[src/rtl/wb_tlc_tx_arb_if.sv]
// Bus bundle for the TX arbiter: two TLP sources, the merged TX stream and the error flag.
//   master : the environment (sources and downstream FIFO) -- drives requests, source data,
//            framing strobes and tx_afull; observes grants, merged stream and err.
//   slave  : the arbiter -- observes requests and source data, drives grants, stream and err.
interface wb_tlc_tx_arb_if;
  logic        req0;
  logic        req1;
  logic        gnt0;
  logic        gnt1;
  logic [15:0] din0;
  logic [15:0] din1;
  logic        sop0;
  logic        eop0;
  logic        wen0;
  logic        sop1;
  logic        eop1;
  logic        wen1;
  logic        tx_afull;
  logic [15:0] dout;
  logic        dout_sop;
  logic        dout_eop;
  logic        dout_wen;
  logic        err;

  modport master (
    output req0, req1, din0, din1, sop0, eop0, wen0, sop1, eop1, wen1, tx_afull,
    input  gnt0, gnt1, dout, dout_sop, dout_eop, dout_wen, err
  );

  modport slave (
    input  req0, req1, din0, din1, sop0, eop0, wen0, sop1, eop1, wen1, tx_afull,
    output gnt0, gnt1, dout, dout_sop, dout_eop, dout_wen, err
  );
endinterface

[src/rtl/wb_tlc_tx_arb.sv]
// Round-robin TLP arbiter merging a completion source (0) and a request source (1) into one
// TX stream. A grant is held for a whole packet; the granted source's words are forwarded with
// one cycle of latency. A one-cycle gap separates packets. Protocol violations and oversize
// packets raise a sticky err.
// Ports:
//   wb_clk : clock, rising edge
//   rst    : synchronous active-high reset
//   bus    : wb_tlc_tx_arb_if.slave (req/gnt, din/sop/eop/wen per source, tx_afull,
//            merged dout/dout_sop/dout_eop/dout_wen, err)
module wb_tlc_tx_arb #(
  parameter logic [11:0] MAX_WORDS = 12'd2054
) (
  input logic            wb_clk,
  input logic            rst,
  wb_tlc_tx_arb_if.slave bus
);

  typedef enum logic [1:0] {StIdle, StGnt0, StGnt1, StGap} state_e;

  state_e      state_q;
  logic        last_src_q;  // 1: source 1 was served last
  logic [11:0] word_cnt_q;
  logic        gnt0_q;
  logic        gnt1_q;
  logic [15:0] dout_q;
  logic        dout_sop_q;
  logic        dout_eop_q;
  logic        dout_wen_q;
  logic        err_q;

  logic        sel_is1;
  logic [15:0] sel_din;
  logic        sel_sop;
  logic        sel_eop;
  logic        sel_wen;
  logic        oth_wen;
  logic        last_word;

  always_comb begin
    sel_is1   = (state_q == StGnt1);
    sel_din   = sel_is1 ? bus.din1 : bus.din0;
    sel_sop   = sel_is1 ? bus.sop1 : bus.sop0;
    sel_eop   = sel_is1 ? bus.eop1 : bus.eop0;
    sel_wen   = sel_is1 ? bus.wen1 : bus.wen0;
    oth_wen   = sel_is1 ? bus.wen0 : bus.wen1;
    // The word being written now would be word number MAX_WORDS.
    last_word = (word_cnt_q == (MAX_WORDS - 12'd1));
  end

  always_ff @(posedge wb_clk) begin
    if (rst) begin
      state_q    <= StIdle;
      last_src_q <= 1'b1;
      word_cnt_q <= '0;
      gnt0_q     <= 1'b0;
      gnt1_q     <= 1'b0;
      dout_q     <= '0;
      dout_sop_q <= 1'b0;
      dout_eop_q <= 1'b0;
      dout_wen_q <= 1'b0;
      err_q      <= 1'b0;
    end else begin
      // Strobes are idle unless a granted state forwards a word; dout holds.
      dout_sop_q <= 1'b0;
      dout_eop_q <= 1'b0;
      dout_wen_q <= 1'b0;
      unique case (state_q)
        StIdle: begin
          if (!bus.tx_afull && (bus.req0 || bus.req1)) begin
            word_cnt_q <= '0;
            if (bus.req0 && (!bus.req1 || last_src_q)) begin
              state_q    <= StGnt0;
              gnt0_q     <= 1'b1;
              last_src_q <= 1'b0;
            end else begin
              state_q    <= StGnt1;
              gnt1_q     <= 1'b1;
              last_src_q <= 1'b1;
            end
          end
        end
        StGnt0, StGnt1: begin
          dout_q     <= sel_din;
          dout_sop_q <= sel_sop;
          dout_eop_q <= sel_eop;
          dout_wen_q <= sel_wen;
          // Ungranted writes are dropped but flagged.
          if (oth_wen) err_q <= 1'b1;
          if (sel_wen) begin
            word_cnt_q <= word_cnt_q + 12'd1;
            if (sel_sop && (word_cnt_q != '0)) err_q <= 1'b1;
            if (sel_eop || last_word) begin
              state_q <= StGap;
              gnt0_q  <= 1'b0;
              gnt1_q  <= 1'b0;
              // Oversize packet: terminate it ourselves.
              if (!sel_eop) begin
                err_q      <= 1'b1;
                dout_eop_q <= 1'b1;
              end
            end
          end
        end
        StGap: begin
          state_q <= StIdle;
        end
        default: begin
          state_q <= StIdle;
        end
      endcase
    end
  end

  assign bus.gnt0     = gnt0_q;
  assign bus.gnt1     = gnt1_q;
  assign bus.dout     = dout_q;
  assign bus.dout_sop = dout_sop_q;
  assign bus.dout_eop = dout_eop_q;
  assign bus.dout_wen = dout_wen_q;
  assign bus.err      = err_q;

endmodule

[src/flat_wrapper.sv]
// flat-port wrapper written by rule: the top's interface ports become plain ports
module wb_tlc_tx_arb_flat 
#(
  parameter logic [11:0] MAX_WORDS = 12'd2054
)
  (wb_clk, rst, bus_req0, bus_req1, bus_din0, bus_din1, bus_sop0, bus_eop0, bus_wen0, bus_sop1, bus_eop1, bus_wen1, bus_tx_afull, bus_gnt0, bus_gnt1, bus_dout, bus_dout_sop, bus_dout_eop, bus_dout_wen, bus_err);
  wb_tlc_tx_arb_if bus_i ();
  input logic wb_clk;
  input logic rst;
  input wire logic [$bits(bus_i.req0)-1:0] bus_req0;
  input wire logic [$bits(bus_i.req1)-1:0] bus_req1;
  input wire logic [$bits(bus_i.din0)-1:0] bus_din0;
  input wire logic [$bits(bus_i.din1)-1:0] bus_din1;
  input wire logic [$bits(bus_i.sop0)-1:0] bus_sop0;
  input wire logic [$bits(bus_i.eop0)-1:0] bus_eop0;
  input wire logic [$bits(bus_i.wen0)-1:0] bus_wen0;
  input wire logic [$bits(bus_i.sop1)-1:0] bus_sop1;
  input wire logic [$bits(bus_i.eop1)-1:0] bus_eop1;
  input wire logic [$bits(bus_i.wen1)-1:0] bus_wen1;
  input wire logic [$bits(bus_i.tx_afull)-1:0] bus_tx_afull;
  output wire logic [$bits(bus_i.gnt0)-1:0] bus_gnt0;
  output wire logic [$bits(bus_i.gnt1)-1:0] bus_gnt1;
  output wire logic [$bits(bus_i.dout)-1:0] bus_dout;
  output wire logic [$bits(bus_i.dout_sop)-1:0] bus_dout_sop;
  output wire logic [$bits(bus_i.dout_eop)-1:0] bus_dout_eop;
  output wire logic [$bits(bus_i.dout_wen)-1:0] bus_dout_wen;
  output wire logic [$bits(bus_i.err)-1:0] bus_err;
  assign bus_i.req0 = bus_req0;
  assign bus_i.req1 = bus_req1;
  assign bus_i.din0 = bus_din0;
  assign bus_i.din1 = bus_din1;
  assign bus_i.sop0 = bus_sop0;
  assign bus_i.eop0 = bus_eop0;
  assign bus_i.wen0 = bus_wen0;
  assign bus_i.sop1 = bus_sop1;
  assign bus_i.eop1 = bus_eop1;
  assign bus_i.wen1 = bus_wen1;
  assign bus_i.tx_afull = bus_tx_afull;
  assign bus_gnt0 = bus_i.gnt0;
  assign bus_gnt1 = bus_i.gnt1;
  assign bus_dout = bus_i.dout;
  assign bus_dout_sop = bus_i.dout_sop;
  assign bus_dout_eop = bus_i.dout_eop;
  assign bus_dout_wen = bus_i.dout_wen;
  assign bus_err = bus_i.err;
  wb_tlc_tx_arb #(.MAX_WORDS(MAX_WORDS)) u_core (.wb_clk(wb_clk), .rst(rst), .bus(bus_i));
endmodule
[config.mk]
export PLATFORM = sky130hd
export DESIGN_NAME = wb_tlc_tx_arb_flat
export DESIGN_NICKNAME = d
export VERILOG_FILES = /design/src/rtl/wb_tlc_tx_arb_if.sv /design/src/rtl/wb_tlc_tx_arb.sv /design/src/flat_wrapper.sv
export SDC_FILE = /design/constraint.sdc
export NUM_CORES = 1
export LEC_CHECK = 0
export ABC_CLOCK_PERIOD_IN_PS = 2150
export CAP_MARGIN = 10
export CELL_PAD_IN_SITES_DETAIL_PLACEMENT = 1
export CELL_PAD_IN_SITES_GLOBAL_PLACEMENT = 1
export CORE_MARGIN = 1.5
export CORE_UTILIZATION = 26
export CTS_BUF_LIST = sky130_fd_sc_hd__clkbuf_8
export CTS_CLUSTER_SIZE = 25
export DETAILED_ROUTE_END_ITERATION = 8
export PLACE_DENSITY_LB_ADDON = 0.1
export SLEW_MARGIN = 40
export SYNTH_ARGS = -nofsm -noshare
export SYNTH_HDL_FRONTEND = slang
export SYNTH_SLANG_ARGS = --single-unit
export TNS_END_PERCENT = 1
[constraint.sdc]
create_clock -name wb_clk -period 2.15 [get_ports wb_clk]
set_input_delay 0.5375 -clock wb_clk [delete_from_list [all_inputs] [get_ports wb_clk]]
set_output_delay 0.5375 -clock wb_clk [all_outputs]
set_load 0.01 [all_outputs]
Word level (Yosys, flattened, before mapping) --
Cells that the tools add are included.
Operators by class: bitwise logic cells 1, equality and inequality tests 9, mux-type cells 29, $add $sub $neg 1, reduce and logical (&&, ||, !) cells 18
Operators by type and width (number):
- 12-bit 2-to-1 mux | 2
- 12-bit one-hot mux with 2 select lines | 1
- 1-bit 2-to-1 mux | 18
- 16-bit 2-to-1 mux | 1
- 12-bit by 1-bit adder with 12-bit output (second input constant) | 1
- 12-bit == test (second input constant) | 1
- 12-bit nonzero test | 1
- 5-bit AND reduction | 2
- 2-bit 2-to-1 mux | 4
- 2-bit by 1-bit inequality test with 1-bit output (second input constant) | 4
- 2-bit one-hot mux with 3 select lines | 1
- 3-bit AND reduction | 2
- 2-bit == test (second input constant) | 2
- 1-bit one-hot mux with 2 select lines | 2
- 2-bit OR reduction | 2
- 1-bit logical AND | 3
- 1-bit logical OR | 3
- 2-bit by 1-bit == test with 1-bit output (second input constant) | 1
- 1-bit logical NOT | 2
- 2-bit logical NOT | 1
- 2-bit inequality test (second input constant) | 1
- 2-bit AND reduction | 1
- 2-bit nonzero test | 1
- 1-bit NOT | 1
Storage, ports and cells: register bits after elaboration 37, output and inout port bits 22, input port bits 43, logic and storage cells 68

Logic depth before layout (Yosys ltp) --
Gate-level depths: netlist of the first run.
depth after elaboration 7, mapped depth 8, mapped depth without buffers 6

Worst setup path before layout of the first run --
Ideal clock, no wire load.
kind register to register, start register u_core.state_q[1], end register u_core.word_cnt_q[11], stages on the path, launching flop included 9, setup time 0.115 ns, data required time 2.035 ns, arrival time 1.737 ns, period minus slack after synthesis 1.851 ns, setup slack 0.299 ns, buffers on the path 2, path through dfxtp_1 -> inv_1 -> ha_1 -> clkbuf_1 -> inv_1 -> o211ai_2 -> buf_2 -> nor4_1 -> o21a_1
Between the ends: longest elaborated chain between the ends 4, elaborated cells between the ends (all ways) 10, classes of those cells eq/ne: 4; mux: 2; reduce/logical: 4
RTL lines:
- start, declared | line wb_tlc_tx_arb.sv:20 | state_e state_q;
- start signal, assigned | line wb_tlc_tx_arb.sv:52 | state_q <= StIdle;
- start signal, assigned | line wb_tlc_tx_arb.sv:72 | state_q <= StGnt0;
- start signal, assigned | line wb_tlc_tx_arb.sv:76 | state_q <= StGnt1;
- 2-bit by 1-bit == test with 1-bit output / 2-bit == test (equally long branches) | line wb_tlc_tx_arb.sv:67, wb_tlc_tx_arb.sv:40
- 2-bit OR reduction / 1-bit 2-to-1 mux (equally long branches) | line wb_tlc_tx_arb.sv:67, wb_tlc_tx_arb.sv:44
- 2-bit by 1-bit inequality test with 1-bit output (no line) / 2-bit nonzero test (equally long branches)
- 3-bit AND reduction (no line)
- end signal, assigned | line wb_tlc_tx_arb.sv:90 | word_cnt_q <= word_cnt_q + 12'd1;
- end, declared | line wb_tlc_tx_arb.sv:22 | logic [11:0] word_cnt_q;
Parallel ways exist; a longest one is shown, timed or not. A chain may end at the register's enable or synchronous reset.

Worst setup path in the final report of the first run --
start register u_core.state_q[0], end register u_core.gnt0_q (netlist: u_core.bus.gnt0)
Between the ends: longest elaborated chain between the ends 5, elaborated cells between the ends (all ways) 14, classes of those cells eq/ne: 6; mux: 3; reduce/logical: 5
RTL lines:
- 2-bit == test | line wb_tlc_tx_arb.sv:40, wb_tlc_tx_arb.sv:67
- 1-bit 2-to-1 mux | line wb_tlc_tx_arb.sv:43 | sel_eop = sel_is1 ? bus.eop1 : bus.eop0;
- 1-bit logical OR | line wb_tlc_tx_arb.sv:92 | if (sel_eop || last_word) begin
- 2-bit by 1-bit inequality test with 1-bit output (no line)
- 5-bit AND reduction (no line)
- end signal, assigned | line wb_tlc_tx_arb.sv:55 | gnt0_q <= 1'b0;
- end signal, assigned | line wb_tlc_tx_arb.sv:73 | gnt0_q <= 1'b1;
- end signal, assigned | line wb_tlc_tx_arb.sv:94 | gnt0_q <= 1'b0;
- end, declared | line wb_tlc_tx_arb.sv:23 | logic gnt0_q;
Parallel ways exist; a longest one is shown, timed or not.

==> impl_metrics.toml, run 1 <==
[synthesis]
synth_seq_area_share = 0.388
yosysWarnings = 0
synth_cells = 215
synthesis.nets = 264
synth_edf_count = 0
async_reset_ff_frac = 0
ys.flop_type = "dfxtp_1"
synth_cell_type_count = 39
synth_seq_cells = 37
synth_area_sq_mm = 0.00191
syn_avg_cell_area_sq_um = 8.88

[timing]
final.min_clock_period_ns = 1.94
worstMarginPinSlew_ns = 0.406
slew_violations = 0
whs_ns = 0.474
clock_skew_ns = 0.00468
slew_headroom = 0.721
clock.fmax_mhz = 515
rsz0062_at_grt = "no"
hold_violations = 0
finalSetupViolations = 0
period_share = 0.904

[die]
fp.dieW_microns = 88.7
io_pins = 65
coreArea_sq_mm = 0.00718
floorplan.initialDensity = 0.266
row_count = 31
die_h_microns = 88.7
die_area_sq_mm = 0.00787

[setup_path]
worst_setup_path_end_kind = "flip-flop"
start_kind = "flip-flop"
max_stage_delay_ns = 0.39
crit_family = "buffers and inverters"
critical_path.slowest_cell = "a221oi_2"
arrival_ns = 2.13
required_ns = 2.34
path_cells = "inv_1, ha_1, buf_4, mux2i_1, a221oi_2, buf_4, nand3_1, mux2i_1"
critical_path_class = "flip-flop to flip-flop"
cp_num_buf_inv = 3
worst-path-max-fanout = 8

[finish]
final_common_cell = "clkdlybuf4s50_1"
antenna_cells = 0
fill_cells = 848
fin_nets = 341
area_growth_pct = 49.9
final_cell_count_no_fill = 391
fin_area_sq_mm = 0.00286
final_cell_mix = "64 x clkdlybuf4s50_1, 37 x dfxtp_1, 21 x mux2i_1"
drive_above_1_share = 0.113

[clock_network]
clock_latency_ns = 0.29
cts-root-buf = "clkbuf_8"
clock_path_buffers = 2
clkTransAtPathRegs_ns = 0.07
numCtsBuffers = 5
cts_sinks = 37
ctsHoldBuffers = 0
htree_num_levels = 2
cts_tree = "done"

[global_routing]
gr-usage-all-layers = 0.151
grt_overflow = 0
grt_pass1_wl_microns = 9150
antenna_found_initial = 0
grt_pass1_vias = 1828
grt_max_degree = 40

[place]
io_buffer_count = 64
place_hpwl_microns = 4330
dpl_cell_area_sq_mm = 0.00276
globalplace.congestion = 0.749
dpl.cell_count = 384

[detailed_routing]
via_per_inst = 4.85
drcViolationCount = 0
via_count = 1895
firstDrtPassIters = 4
final_antenna_net_count = 0
drt_iter0_drc = 68
routed_wl_microns = 5650
post_drt_wl_per_cell_microns = 14.5

[power]
ir_drop_v = 0.000425
total_power_uw = 3320
p_leak_uw = 0.00101
p_per_area_mw_per_mm2 = 1160

[job]
max-cap-violations = 0

[min_path]
min_path_type = "flip-flop to flip-flop"

[run_status]
outcome = "finished, final reports clean"
-- flip-flops by register name, indices dropped and copies added (netlist names) --
register             count
u_core.bus.dout         16
u_core.word_cnt_q       12
u_core.state_q           2
u_core.bus.dout_eop      1
u_core.bus.dout_sop      1
u_core.bus.dout_wen      1
u_core.bus.err           1
u_core.bus.gnt0          1
u_core.bus.gnt1          1
u_core.last_src_q        1
-- power breakdown --
| group | internal [uW] | switching [uW] |
|---|---|---|
| Clock | 250 | 256 |
| Combinational | 888 | 905 |
| Sequential | 906 | 118 |
-- worst min-delay path, cell delays in order, from the launching register on --
cell,delay (ns)
dfxtp_1,0.31
nand2b_1,0.06
mux2i_1,0.06
-- cells in the mapped netlist (all sizes together), types with 3 or more instances --
| master | n | share of area |
|---|---|---|
| a211oi | 17 | 0.067 |
| a21oi | 14 | 0.037 |
| buf | 5 | 0.012 |
| clkbuf | 8 | 0.016 |
| dfxtp | 37 | 0.39 |
| ha | 6 | 0.039 |
| inv | 8 | 0.016 |
| mux2i | 21 | 0.11 |
| nand2 | 10 | 0.020 |
| nand2b | 5 | 0.016 |
| nand3 | 14 | 0.037 |
| nand4 | 3 | 0.0098 |
| nor2 | 20 | 0.039 |
| nor2b | 3 | 0.0098 |
| o21ai | 6 | 0.016 |
| o31ai | 4 | 0.016 |
| or3 | 5 | 0.016 |
| or4 | 6 | 0.028 |
-- path summary, 6_finish.rpt --
check | slack, ns | to | start | cells past startpoint
setup / recovery | 0.21 | u_core.bus.gnt0$_SDFFE_PP0P_ | u_core.state_q[0]$_SDFFE_PP0P_ | 8
hold / removal | 0.47 | u_core.bus.gnt0$_SDFFE_PP0P_ | u_core.bus.gnt0$_SDFFE_PP0P_ | 2
setup reg to reg | 0.21 | u_core.bus.gnt0$_SDFFE_PP0P_ | u_core.state_q[0]$_SDFFE_PP0P_ | 8
hold reg to reg | 0.47 | u_core.bus.gnt0$_SDFFE_PP0P_ | u_core.bus.gnt0$_SDFFE_PP0P_ | 2
-- what timing repair did --
item                                    4_1_cts  5_1_grt
buffers inserted                              0        0
resized for setup                             0        2
endpoints found under the setup margin        0        7
-- final cells by class --
type                       count  area [sq um]  share of cell area
timing repair buffer          83           783               0.274
clock inverter                 1          3.75             0.00131
inverter                       8          30.0              0.0105
multi-input combinational    157          1100               0.383
tap                           99           124              0.0433
sequential                    37           741               0.259
clock buffer                   6          82.6              0.0289
-- logic make-up (layout without fill, tap and decap cells) --
kind of cell / count (synthesis) / in the layout / synth area share
AOI/OAI and AO/OA: 56 / 56 / 0.214
DFF: 37 / 37 / 0.388
buffers and inverters: 21 / 98 / 0.0439
adders and majority gates: 6 / 6 / 0.0393
and+or+nand+nor: 73 / 73 / 0.199
muxes: 22 / 22 / 0.116
-- layer usage --
layer | track usage | wire (microns) | up-vias | share of wire
li1 | - | - | 949 | -
met1 | 0.193 | 2620 | 903 | 0.46
met2 | 0.251 | 2680 | 37 | 0.47
met3 | 0.0354 | 280 | 6 | 0.050
met4 | 0.0511 | 75 | 0 | 0.013
met5 | 0 | 0 | - | 0
-- per-stage QoR --
step                TNS [ns]  setup slack (ns)  utilization
finish                     0             0.207        0.399
global route               0            0.0633        0.399
CTS                        0             0.156        0.397
detailed placement    -0.833            -0.122        0.385
global placement      -0.574           -0.0787        0.385
floorplan                  0             0.299            -
Power figures use the tool's default switching activity.
==> inputs of run 2 (changes only) <==
- HOLD_SLACK_MARGIN: default -> 0.06
==> results of run 2 <==
Same layout as run 1: the final DEF is identical, and so are final timing and power.
